$ cat src/rtl/reg_dump_scanner_pkg.sv
// Shared text-screen geometry and scanner state encodings for the register dump block.
package reg_dump_scanner_pkg;

    localparam int unsigned TEXT_COLS   = 80;
    localparam int unsigned TEXT_ROWS   = 30;
    localparam int unsigned TEXT_ADDR_W = 12;

    localparam logic [2:0] LAST_DIGIT = 3'd7;

    typedef enum logic [2:0] {
        StIdle  = 3'd0,
        StFetch = 3'd1,
        StLatch = 3'd2,
        StEmit  = 3'd3,
        StNext  = 3'd4
    } state_e;

endpackage

$ cat src/rtl/reg_dump_scanner.sv
// Scans the register file and writes each register as 8 hex digits, MSB first,
// into consecutive text-RAM cells of the register's screen row.
module reg_dump_scanner
    import reg_dump_scanner_pkg::*;
#(
    parameter int unsigned NREGS  = 32,
    parameter int unsigned COLS   = TEXT_COLS,
    parameter int unsigned ROW0   = 0,
    parameter int unsigned COL0   = 4,
    parameter int unsigned ADDR_W = TEXT_ADDR_W
) (
    input  logic              clk,
    input  logic              rst_n,
    input  logic              enable,
    output logic [4:0]        rf_addr,
    input  logic [31:0]       rf_data,
    output logic [3:0]        nibble,
    output logic              wr_en,
    output logic [ADDR_W-1:0] wr_addr,
    input  logic              wr_ready,
    output logic              busy,
    output logic              frame_done
);

    localparam logic [4:0] LAST_REG = 5'(NREGS - 1);

    state_e      r_state;
    state_e      w_state_next;
    logic [4:0]  r_reg_idx;
    logic [4:0]  w_reg_idx_next;
    logic [2:0]  r_digit;
    logic [2:0]  w_digit_next;
    logic [31:0] r_shreg;
    logic [31:0] w_shreg_next;

    logic [ADDR_W-1:0] w_row;
    logic [ADDR_W-1:0] w_addr;

    always_ff @(posedge clk or negedge rst_n) begin
        if (!rst_n) begin
            r_state   <= StIdle;
            r_reg_idx <= '0;
            r_digit   <= '0;
            r_shreg   <= '0;
        end else begin
            r_state   <= w_state_next;
            r_reg_idx <= w_reg_idx_next;
            r_digit   <= w_digit_next;
            r_shreg   <= w_shreg_next;
        end
    end

    always_comb begin
        w_state_next   = r_state;
        w_reg_idx_next = r_reg_idx;
        w_digit_next   = r_digit;
        w_shreg_next   = r_shreg;
        unique case (r_state)
            StIdle: begin
                if (enable) begin
                    w_state_next = StFetch;
                end
            end
            StFetch: begin
                w_state_next = StLatch;
            end
            StLatch: begin
                // rf_data only becomes valid one cycle after rf_addr, so sample here.
                w_shreg_next = rf_data;
                w_digit_next = '0;
                w_state_next = StEmit;
            end
            StEmit: begin
                if (wr_ready) begin
                    w_shreg_next = {r_shreg[27:0], 4'h0};
                    w_digit_next = r_digit + 3'd1;
                    if (r_digit == LAST_DIGIT) begin
                        w_state_next = StNext;
                    end
                end
            end
            StNext: begin
                if (r_reg_idx == LAST_REG) begin
                    w_reg_idx_next = '0;
                end else begin
                    w_reg_idx_next = r_reg_idx + 5'd1;
                end
                w_state_next = enable ? StFetch : StIdle;
            end
            default: begin
                w_state_next = StIdle;
            end
        endcase
    end

    // Parameters guarantee the row/column arithmetic fits ADDR_W, so no wrap handling.
    assign w_row  = ADDR_W'(ROW0) + ADDR_W'(r_reg_idx);
    assign w_addr = w_row * ADDR_W'(COLS) + ADDR_W'(COL0) + ADDR_W'(r_digit);

    assign rf_addr    = r_reg_idx;
    assign nibble     = r_shreg[31:28];
    assign wr_en      = (r_state == StEmit);
    assign wr_addr    = wr_en ? w_addr : '0;
    assign busy       = (r_state != StIdle);
    assign frame_done = (r_state == StNext) && (r_reg_idx == LAST_REG);

endmodule
$ cat config.mk
export PLATFORM = sky130hd
export DESIGN_NAME = reg_dump_scanner
export DESIGN_NICKNAME = d
export VERILOG_FILES = /design/src/rtl/reg_dump_scanner_pkg.sv /design/src/rtl/reg_dump_scanner.sv
export SDC_FILE = /design/constraint.sdc
export NUM_CORES = 1
export LEC_CHECK = 0
export BUFFER_PORTS_ARGS = -buffer_cell sky130_fd_sc_hd__buf_4
export CAP_MARGIN = 20
export CORE_AREA = 4 4 86 72
export CTS_CLUSTER_SIZE = 24
export DETAILED_ROUTE_END_ITERATION = 12
export DIE_AREA = 0 0 90 76
export GPL_ROUTABILITY_DRIVEN = 0
export GPL_TIMING_DRIVEN = 0
export PLACE_DENSITY = 0.73
export SETUP_SLACK_MARGIN = 0.2
export SLEW_MARGIN = 0
export SYNTH_ARGS = -nofsm -noshare
export SYNTH_HDL_FRONTEND = slang
export SYNTH_SLANG_ARGS = --single-unit
$ cat constraint.sdc
create_clock -name clk -period 4.5 [get_ports clk]
set_input_delay 0.225 -clock clk [delete_from_list [all_inputs] [get_ports clk]]
set_output_delay 0.225 -clock clk [all_outputs]
set_load 0.02 [all_outputs]
==> results.md, run 1 <==
Run status:
- The flow ran to the end, and the final reports show no timing, DRC or antenna violations.

Global route:
- The all-layer global routing usage is 16.5%.
- The initial antenna violation count came to 0.
- The global-route wire length before repair is 9370 µm.
- Entering global routing, the biggest net connects 44 pins.
- The via count of the first global-routing pass came to 1,960.
- The global-route congestion overflow total is 0.

Setup path:
- The worst register-to-register path has a setup slack of 2.68 ns.
- In this run the critical register-to-register path is captured at r_shreg[9].
- The required time at the endpoint of the critical path is 4.28 ns.
- In this run the worst path has a maximum fanout of 6.
- Data arrives at the worst endpoint at 2.17 ns.
- The launching point of the worst reg2reg path is r_state[0].
- The critical path in this run is classified as reg -> out.
- The number of cells on the worst reg-to-reg path is 5.
- The worst setup path is launched from a register.
- The critical path endpoint category is a primary output.

Finish:
- Cells fill 55.2% of the core in the end.
- The number of antenna diodes in the final layout is 0.
- The number of nets in the final layout is 363.
- Relative to the synthesized area, the layout overhead comes to 26.9%.
- In the final layout, the share of cells above drive strength 1 is 24.7%.

Yosys:
- The fraction of synthesized area in multiplexers is 0.488%.
- Summing the areas of all and, or, nand and nor instances in the mapped netlist gives 20.7% of the synthesized area.
- The total standard cell area after synthesis is 2310 µm².
- The sequential fraction of the synthesis area is 46.6%.
- The number of register bits inferred by synthesis is 43.
- The adder-cell share of the synthesized area is 6.28%.
- Of the total synthesized cell area, the portion taken by XOR and XNOR cells is 0%.
- The Yosys warning count is 0.
- Counting distinct cell types in the post-synthesis netlist gives 36.
- The synthesized-area fraction occupied by ao, oa, aoi and oai cells is 15.3%.
- The cell count after synthesis came out at 249.
- The main combinational cell family by area after synthesis is simple AND/OR/NAND/NOR gates.
- Synthesis produced a netlist with a net count of 296.
- Each instance of the synthesized netlist takes up on average 9.28 µm².

Pwr:
- The largest voltage drop on the vdd net is 0.202 mV.
- The leakage power is 1.41 nW.
- In this run the power density over the cells is 481 nW/µm².

STA:
- At the pin with the least slew margin, the transition time is 0.621 ns.
- Setup violations remaining at the end of the flow were counted as 0.
- The sum of negative setup slack is 0 ns.
- The final setup skew is 0.00637 ns.
- Setup repair after global routing left no endpoint under its margin.
- For this run, the top clock speed supported by timing is 418 MHz.
- The number of slew-limit violations in the final report is 0.
- For the finished layout, the period the worst path requires is 2.39 ns.
- The number of hold violations in the final report is 0.
- The tightest slew margin relative to the limit is 58.3%.
- The worst path uses 53.2% of the clock period.

Min path:
- The path class of the tightest hold or removal check is in -> reg.
- The path with the worst hold slack has its endpoint at r_shreg[1].
- The worst hold path was traced through 2 stages.
- The beginning of the worst hold path is rf_data[1].

CTS:
- The clock buffer count from CTS is 5.
- After clock tree synthesis, the clock-pin slew on the worst setup and hold paths is 0.08 ns.
- TritonCTS built the clock tree.
- The tree is rooted in a clkbuf_8.
- The longest clock path from root to sink contains 2 buffers.
- The setup fix buffers added after clock tree synthesis is 0.
- The number of sinks handled by clock tree synthesis is 43.
- The clock insertion delay at the later pin of the skew report is 0.30 ns.
- The H-tree depth reported by CTS is 2.
- The number of cells upsized or downsized after cts is 0.

Floorplanning:
- The floorplan has 24 rows.
- The die is 90 µm wide.
- The vertical extent of the die is 76 µm.
- The overall die area is 6840 µm².
- During I/O placement, the number of pins put on the boundary was 60.
- The initial utilization of the core area, before any placement, comes to 43.5%.
- The total area inside the core boundary comes to 5320 µm².

Routing:
- The total iterations of the first detailed-routing run is 4.
- The DRC violation count after routing is 0.
- The final wirelength is 5450 µm.
- After detailed routing, the number of vias per cell comes to 5.28.
- Dividing the detail-routed wire length by the instance count gives 14.3 µm.
- Across all layers, the routed design uses 2,011 vias.
- The number of routed nets with antenna violations is 0.
- The DRC violation total after the first TritonRoute iteration is 139.

Place:
- During placement, the flow inserted port buffers numbering 59.
- The post-detailed-placement half-perimeter wirelength is 3870 µm.

Job:
- The number of max-capacitance violations reported is 0.
## power by group
group | switching (mW) | internal, mW | total (mW)
registers | 0.0745 | 0.518 | 0.592
clock network | 0.129 | 0.121 | 0.250
logic | 0.324 | 0.244 | 0.569
## critical path, cell delays in order (launching register included)
cell	delay [ns]
dfrtp_1	0.47
ha_1	0.32
ha_1	0.17
inv_1	0.06
fa_1	0.37
nor2b_1	0.14
nor3_1	0.18
buf_4	0.18
## how the worst max path moves through the flow
stage / depth (start not counted) / slack [ns] / startpoint / end
global placement: 8 / 2.48 / rf_addr[3] / wr_addr[11]
CTS: 8 / 2.11 / rf_addr[1] / wr_addr[11]
global route: 8 / 1.97 / rf_addr[1] / wr_addr[11]
finish: 7 / 2.11 / rf_addr[1] / wr_addr[9]
detailed placement: 8 / 2.45 / rf_addr[1] / wr_addr[11]
floorplan: 6 / 2.29 / rf_addr[3] / wr_addr[9]
## registers in the layout (all words and copies together) (netlist names)
register and cells:
r_state 3, r_digit 3, rf_addr 5, r_shreg 32
## synth_stat cells, drive strengths merged
cell type	instances	area share, %
clkbuf	10	1.6
nand3	2	0.43
inv	34	5.5
o41ai	1	0.38
nor3	3	0.65
or3b	1	0.38
nand2	30	4.9
o21a	1	0.33
nor3b	1	0.33
o21ai	8	1.7
a211o	1	0.38
and2	4	1.1
dfrtp	43	47
a21oi	2	0.43
and4	4	1.5
fa	1	0.87
a211oi	1	0.33
and3	1	0.27
a221o	4	1.7
nor2b	4	1.1
mux2	1	0.49
or3	1	0.27
ha	10	5.4
or4b	1	0.43
nand4	28	7.6
a22o	4	1.5
a21o	1	0.33
nand3b	1	0.33
buf	12	3.5
nor2	9	1.5
a22oi	1	0.33
o211ai	24	7.8
## cells by family after synthesis
group	after synthesis
and+or+nand+nor	90
DFF	43
adders and majority gates	11
AOI/OAI and AO/OA	48
buffers and inverters	56
muxes	1
## metrics by stage
stage / area (µm²) / hold WS [ns] / total power [mW] / setup slack (ns) / std cells
after floorplan: 2310 / -0.0706 / 0.973 / 2.29 / 249
after global placement: 2830 / 0.253 / 1.15 / 2.48 / 373
after detailed placement: 2830 / 0.258 / 1.17 / 2.45 / 373
after CTS: 2930 / 0.127 / 1.42 / 2.11 / 381
after global routing: 2930 / 0.127 / 1.52 / 1.97 / 381
final: 2930 / 0.138 / 1.41 / 2.11 / 381
## metal layers
metal / routed length, µm / track usage [%]
met1: 2710 / 23.1
met2: 2320 / 24.3
met3: 324 / 4.34
met4: 97 / 6.57
met5: 0 / 0
## area by class of cell
type	instances	area (µm²)
multi-input combinational	150	987
clock inverter	1	5.00
timing repair buffer	60	453
inverter	34	128
buffer	22	119
fill	515	2380
sequential	43	1080
clock buffer	6	82.6
tap	65	81.3
## timing repair
item / in CTS / in global routing
endpoints found under the hold margin: 43 / 0
hold buffers: 1 / 0
setup endpoints to repair: 0 / 0
## layout by cell type (no fill, tap or decap), types with 2 or more instances in the layout
cell	synthesis	routed
a21oi_1	2	2
nor2_1	9	9
ha_1	10	10
clkbuf_8	0	6
o21ai_0	7	7
nand2_1	30	30
clkbuf_1	10	10
and4_1	4	4
inv_1	34	34
dfrtp_1	43	43
buf_6	2	2
nor2b_1	4	4
buf_4	4	63
a22o_1	4	4
nor3_1	3	3
nand4_1	28	28
a221o_1	4	4
buf_2	5	5
o211ai_1	24	24
and2_1	4	4
nand3_1	2	2
No activity file was read; power rests on OpenSTA's default activity.
==> run 2: changes to the inputs <==
PLACE_DENSITY = 0.75   (was 0.73)
clock period = 2.2 ns   (was 4.5 ns; I/O delays follow)
==> run 2 against run 1 <==
  * Sequential power up 100%
  * First-iteration DRC count down 40%
  * Total power up 110%
  * Setup slack worse by 1.9 ns
  * Clock skew about the same
  * Via count up 1.6%
  * Core utilization up 2.7 points
  * Wire length up 2.9%
  * Register-to-register slack worse by 2.3 ns
  * Sequential share of layout area down 1.6 points
  * Hold slack worse by 0.11 ns
  * Final cell count up 2.1%
  * Largest power group unchanged
==> results.md, run 2 (synthesized netlist as in run 1, its figures left out) <==
Floorplanning:
- The overall die area was 6840 µm² (unchanged).
- The number of standard-cell rows in the floorplan came to 24 (unchanged).
- The core region area was 5320 µm² (unchanged).
- The initial cell density of the core is 43.5% (unchanged).
- The I/O pin count is 60 (unchanged).
- The vertical extent of the die is 76 µm (unchanged).
- The die boundary width is 90 µm (unchanged).

Pwr:
- The part of the total power dissipated in sequential elements was 41.3% (was 42.0%).
- The power share of the clock group came to 17.5% (was 17.7%).
- The leakage power is 1.45 nW (was 1.41 nW).
- The combinational cell fraction of total power is 41.2% (was 40.3%).
- The internal power is 1.83 mW (was 883 µW).
- The largest voltage drop on the vdd net is 0.539 mV (was 0.202 mV).
- The fraction of power spent switching nets is 37.2% (was 37.4%).
- The total power divided by cell area came to 948 nW/µm² (was 481 nW/µm²).
- The net switching component of the power was 1.09 mW (was 528 µW).

Routing:
- The mean number of vias per cell came to 5.25 (was 5.28).
- The DRC violation total after the first TritonRoute iteration is 84 (was 139).
- The total iterations of the first detailed-routing run is 4 (unchanged).
- The number of routed nets with antenna violations is 0 (unchanged).
- The total via count in the routed design is 2,044 (was 2,011).
- The final wirelength came to 5610 µm (was 5450 µm).
- The routed length per instance is 14.4 µm (was 14.3 µm).
- The DRC violation count after routing is 0 (unchanged).

Finish:
- The share of cells above drive strength 1 is 31.8% (was 24.7%).
- The register name with the most flops was r_shreg (unchanged).
- The number of non-filler instances in the completed layout came to 389 (was 381).
- Most frequent cells in the layout: 71 x buf_4, 39 x dfrtp_1, 33 x inv_1 (was 63 x buf_4, 43 x dfrtp_1, 34 x inv_1).
- The number of flip-flops in the largest register is 32 (unchanged).
- The number of nets in the final layout is 371 (was 363).
- The diode insertion count for antenna repair is 0 (unchanged).
- The commonest non-fill, non-tap cell in the layout was buf_4 (unchanged).
- The synthesis-to-layout area growth came to 33.2% (was 26.9%).
- The post-layout utilization of the core came to 57.9% (was 55.2%).

Place:
- The placed instance count is 373 (unchanged).
- The post-detailed-placement half-perimeter wirelength is 3910 µm (was 3870 µm).
- The number of input and output port buffers inserted is 59 (unchanged).

Job:
- The number of max-capacitance violations reported is 0 (unchanged).

CTS:
- The clock buffer count from CTS was 5 (unchanged).
- The H-tree depth reported by CTS is 2 (unchanged).
- The number of sinks handled by clock tree synthesis is 43 (unchanged).
- The clock insertion delay at the later pin of the skew report was 0.29 ns (was 0.30 ns).
- The maximum count of clock buffers along a single path came to 2 (unchanged).
- The TritonCTS clock tree is done (unchanged).
- The clock root buffer is clkbuf_8 (unchanged).
- The clock transition at the register clock pins on the worst setup and hold paths after CTS was 0.08 ns (about the same).

Global route:
- The pin count of the biggest net entering global routing is 44 (unchanged).
- The global-route congestion overflow total is 0 (unchanged).
- The global-route wire length before repair is 9420 µm (was 9370 µm).
- The via count of the first global-routing pass is 2,013 (was 1,960).
- The initial antenna violation count was 0 (unchanged).
- The all-layer global routing usage is 16.3% (was 16.5%).

STA:
- Unrepaired setup endpoints after global routing: yes (was no).
- The number of slew-limit violations in the final report is 0 (unchanged).
- The number of setup violations in the final report came to 0 (unchanged).
- The actual slew at the worst max-slew pin was 0.573 ns (was 0.621 ns).
- The worst path in the final design needs a cycle of 2.03 ns, including I/O delays and setup.
- The tightest slew margin relative to the limit is 61.5% (was 58.3%).
- The timing-limited maximum frequency is 492 MHz.
- The final setup skew is 0.00623 ns (was 0.00637 ns).
- The worst path uses 92.5% of the clock period.
- The sum of negative setup slack came to 0 ns (unchanged).
- The number of hold violations in the final report is 0 (unchanged).

Min path:
- The beginning of the worst hold path is rf_data[2] (was rf_data[1]).
- The worst hold-check path type is in -> reg (unchanged).

Setup path:
- The maximum fanout count along the critical path is 2 (was 6).
- The delay contributed by the slowest stage of the critical path is 0.44 ns (was 0.47 ns).
- The startpoint of the most critical setup path is rf_addr[3] (was rf_addr[1]).
- The number of buffers and inverters on the critical path came to 2 (unchanged).
- The worst-path cell with the longest stage delay is dfrtp_2 (was dfrtp_1).
- The critical path class is reg -> out (unchanged).
- The critical path endpoint category is a primary output (unchanged).
- The critical path launch point type is a register (unchanged).
- The cell repeated most along the worst path is ha_4 (was ha_1).
- The required time at the endpoint of the critical path is 2.09 ns (was 4.28 ns).
- Critical Path, Cell by Cell: ha_4 -> ha_4 -> inv_2 -> fa_2 -> nor2b_2 -> o21ai_1 -> nor2_1 -> buf_4 (was ha_1 -> ha_1 -> inv_1 -> fa_1 -> nor2b_1 -> nor3_1 -> buf_4).
- The arrival time of the worst setup path is 1.92 ns (was 2.17 ns).
- The launching point of the worst reg2reg path is rf_addr[0] (was r_state[0]).
- The kind of cell with the highest combined delay on the critical path was adder cells (unchanged).

Run status:
- Status: complete, no violations (unchanged).
## run 2: area by class of cell
cell class	count	area, µm²
clock buffer	6	82.6
buffer	22	119
inverter	34	128
timing repair buffer	68	513
multi-input combinational	150	1070
clock inverter	1	5.00
tap	65	81.3
fill	486	2240
sequential	43	1080
## run 2: stage by stage
stage	total power [mW]	hold slack, ns	cell area, µm²	setup slack (ns)
detailed placement	2.40	0.143	2840	0.231
CTS	2.91	0.0269	3050	0.122
global placement	2.35	0.140	2840	0.260
global route	3.14	0.0244	3080	0.0987
finish	2.92	0.0328	3080	0.166
floorplan	1.99	-0.186	2310	0.183
## run 2: repair_timing
| action | in CTS | in global routing |
|---|---|---|
| endpoints found under the hold margin | 43 | 0 |
| gates resized for setup | 15 | 4 |
| buffers inserted | 6 | 2 |
| hold buffers | 1 | 0 |
| pin swaps | 3 | 3 |
| endpoints found under the setup margin | 4 | 6 |
## run 2: path summary, 6_finish.rpt
check / cells after the start / endpoint / slack [ns]
min reg2reg: 1 / r_shreg[0] / 0.50
max reg2reg: 6 / rf_addr[2] / 0.37
min in group asynchronous: 2 / r_shreg[12] / 0.34
min: 2 / r_shreg[2] / 0.03
max in group asynchronous: 2 / rf_addr[0] / 1.44
max: 8 / wr_addr[11] / 0.17
## run 2: power groups by stage
stage | combinational (mW) | clock [mW] | sequential [mW]
3_5_place_dp | 1.18 | 0 | 1.22
5_1_grt | 1.35 | 0.553 | 1.24
3_3_place_gp | 1.14 | 0 | 1.21
6_report | 1.20 | 0.511 | 1.20
4_1_cts | 1.19 | 0.521 | 1.20
2_1_floorplan | 0.814 | 0 | 1.18
## run 2: per-layer routing
metal	global-route usage [%]	wire length, µm	vias up
li1	-	-	1021
met1	23.2	2740	958
met2	24.6	2500	56
met3	4.15	297	9
met4	4.89	68	0
met5	0	0	-
==> run 3: changes to the inputs <==
CORE_AREA = 2 2 84 70   (was 4 4 86 72)
DIE_AREA = 0 0 86 72   (was 0 0 90 76)
clock period = 1.7 ns   (was 2.2 ns; I/O delays follow)
==> run 3 against run 2 <==
  * First-iteration DRC count rose by 46%
  * Clock power rose by 41%
  * Largest cell class is now multi-input combinational cells
  * Flip-flop and latch count stayed put
  * Non-clock buffer count grew 17
  * Clock-buffer cell count is 2 higher
  * Total power grew 49%
  * The run now ends with negative setup slack left
  * Final area increased by 14%
  * Sequential share of layout area is 4.3 points lower
  * Sequential power rose by 30%
  * Combinational power rose by 73%
==> results.md, run 3 (synthesized netlist as in run 1, its figures left out) <==
STA:
- The actual slew at the worst max-slew pin came to 0.538 ns (was 0.573 ns).
- The final critical delay including setup and external delays is 2.04 ns.
- The timing-limited maximum frequency is 489 MHz.
- The number of slew-limit violations in the final report is 0 (unchanged).
- The number of setup violations in the final report is 6 (was 0).
- The final setup skew is 0.00676 ns (was 0.00623 ns).
- The number of hold violations in the final report is 0 (unchanged).
- The sum of negative setup slack is -1.37 ns (was 0 ns).
- The worst setup slack after layout was -0.344 ns (was 0.166 ns).
- The tightest slew margin relative to the limit came to 64.1% (was 61.5%).
- The worst path uses 120% of the clock period.
- Unrepaired setup endpoints after global routing: yes (unchanged).

Routing:
- The met2 wire length is 2990 µm (was 2500 µm).
- The total via count in the routed design came to 2,167 (was 2,044).
- The final wirelength is 6050 µm (was 5610 µm).
- The met1 routed wirelength after detailed routing is 2680 µm (was 2740 µm).
- The routed length on met3 is 262 µm (was 297 µm).
- The highest layer used for signal routing is met4 (unchanged).
- The DRC violation total after the first TritonRoute iteration was 123 (was 84).
- The total iterations of the first detailed-routing run is 4 (unchanged).
- The routed length per instance is 14.9 µm (was 14.4 µm).
- The DRC violation count after routing is 0 (unchanged).
- The mean number of vias per cell came to 5.32 (was 5.25).
- The number of routed nets with antenna violations is 0 (unchanged).

Finish:
- Most frequent cells in the layout: 68 x buf_4, 38 x dfrtp_1, 31 x inv_1 (was 71 x buf_4, 39 x dfrtp_1, 33 x inv_1).
- The register name with the most flops is r_shreg (unchanged).
- The number of non-filler instances in the completed layout is 407 (was 389).
- The commonest non-fill, non-tap cell in the layout is buf_4 (unchanged).
- The number of nets in the final layout is 388 (was 371).
- The number of flip-flops in the largest register is 32 (unchanged).
- The synthesis-to-layout area growth is 52.2% (was 33.2%).
- The post-layout utilization of the core is 66.1% (was 57.9%).
- The share of cells above drive strength 1 was 43.0% (was 31.8%).
- The diode insertion count for antenna repair is 0 (unchanged).

Min path:
- The worst hold-check path type is in -> reg (unchanged).
- The worst hold endpoint is r_shreg[28] (was r_shreg[2]).
- The count of cells along the worst hold path is 3 (was 2).
- The beginning of the worst hold path is rf_data[28] (was rf_data[2]).

CTS:
- The clock transition at the register clock pins on the worst setup and hold paths after CTS is 0.08 ns (about the same).
- The clock root buffer was clkbuf_8 (unchanged).
- The TritonCTS clock tree was done (unchanged).
- The clock buffer count from CTS was 5 (unchanged).
- The H-tree depth reported by CTS is 2 (unchanged).
- The maximum count of clock buffers along a single path is 2 (unchanged).
- The clock insertion delay at the later pin of the skew report is 0.31 ns (was 0.29 ns).
- The number of sinks handled by clock tree synthesis is 43 (unchanged).

Global route:
- The global-route congestion overflow total was 0 (unchanged).
- The via count of the first global-routing pass is 2,097 (was 2,013).
- The initial antenna violation count is 0 (unchanged).
- The pin count of the biggest net entering global routing came to 44 (unchanged).
- The global-route wire length before repair is 9620 µm (was 9420 µm).
- The all-layer global routing usage is 19.5% (was 16.3%).

Floorplanning:
- The vertical extent of the die came to 72 µm (was 76 µm).
- The I/O pin count is 60 (unchanged).
- The initial cell density of the core came to 43.5% (unchanged).
- The die boundary width is 86 µm (was 90 µm).
- The overall die area is 6190 µm² (was 6840 µm²).
- The number of standard-cell rows in the floorplan is 24 (unchanged).
- The core region area is 5320 µm² (unchanged).

Run status:
- Status: finished, violations left (was complete, no violations).
- The checks that failed: negative setup slack.

Place:
- The pre-CTS setup slack is -0.141 ns (was 0.231 ns).
- The placed instance count is 373 (unchanged).
- The number of input and output port buffers inserted is 59 (unchanged).
- The post-detailed-placement half-perimeter wirelength is 3730 µm (was 3910 µm).

Setup path:
- The critical path endpoint category is a primary output (unchanged).
- The critical path launch point type is a register (unchanged).
- The destination of the worst register-to-register timing path is rf_addr[2] (unchanged).
- The launching point of the worst reg2reg path was rf_addr[1] (was rf_addr[0]).
- The depth of the worst register-to-register path is 6 (unchanged).
- The arrival time of the worst setup path came to 1.96 ns (was 1.92 ns).
- The critical path class is reg -> out (unchanged).
- The maximum fanout count along the critical path is 2 (unchanged).
- The slack of the worst reg-to-reg path is -0.12 ns (was 0.37 ns).
- The required time at the endpoint of the critical path was 1.62 ns (was 2.09 ns).

Pwr:
- The leakage power is 1.63 nW (was 1.45 nW).
- The total power divided by cell area is 1240 nW/µm² (was 948 nW/µm²).
- The largest voltage drop on the vdd net is 0.701 mV (was 0.539 mV).
- The total power is 4.35 mW (was 2.92 mW).

Job:
- The number of max-capacitance violations reported was 0 (unchanged).
[run 3: cell type report]
class	count	area, µm²
sequential	43	1080
tap	65	81.3
clock buffer	8	100
fill	393	1800
buffer	22	186
timing repair buffer	85	753
multi-input combinational	150	1180
inverter	34	128
[run 3: metrics by stage]
stage | cell area (µm²) | hold WS (ns)
floorplan | 2360 | -0.211
global placement | 2890 | 0.113
detailed placement | 2890 | 0.112
CTS | 3250 | 0.00142
global route | 3510 | 0.00581
finish | 3510 | 0.00279
[run 3: what timing repair did]
item                                   4_1_cts  5_1_grt
endpoints found under the hold margin       44        2
pin swaps                                    8       18
hold buffers                                 2        2
setup buffers                               12        9
resized for setup                           44       45
setup endpoints to repair                   53       48
gates cloned                                 0        1
[run 3: how the worst max path moves through the flow]
stage | from | to | slack [ns]
global route | rf_addr[3] | wr_addr[9] | -0.42
detailed placement | rf_addr[3] | wr_addr[11] | -0.14
CTS | rf_addr[3] | wr_addr[9] | -0.32
global placement | rf_addr[3] | wr_addr[11] | -0.12
floorplan | rf_addr[3] | wr_addr[11] | -0.1
finish | rf_addr[3] | wr_addr[9] | -0.34
[run 3: worst max-delay path, stage by stage, from the launching register on]
cell	delay (ns)
dfrtp_2	0.43
ha_4	0.28
ha_4	0.14
inv_2	0.03
fa_2	0.33
nor2b_2	0.13
buf_4	0.12
nor3_2	0.03
buf_4	0.15
[run 3: metal layers]
layer | global-route usage (%) | vias up
met2 | 29.3 | 53
li1 | - | 1056
met4 | 7.41 | 0
met3 | 3.98 | 12
met1 | 28.1 | 1046
met5 | 0 | -
[run 3: power breakdown]
part,internal [mW],leakage [nW],switching (mW),total (mW)
Clock,0.371,0.0515,0.353,0.723
Combinational,1.03,1.02,1.03,2.07
Sequential,1.37,0.557,0.191,1.56
Total,2.77,1.63,1.58,4.35
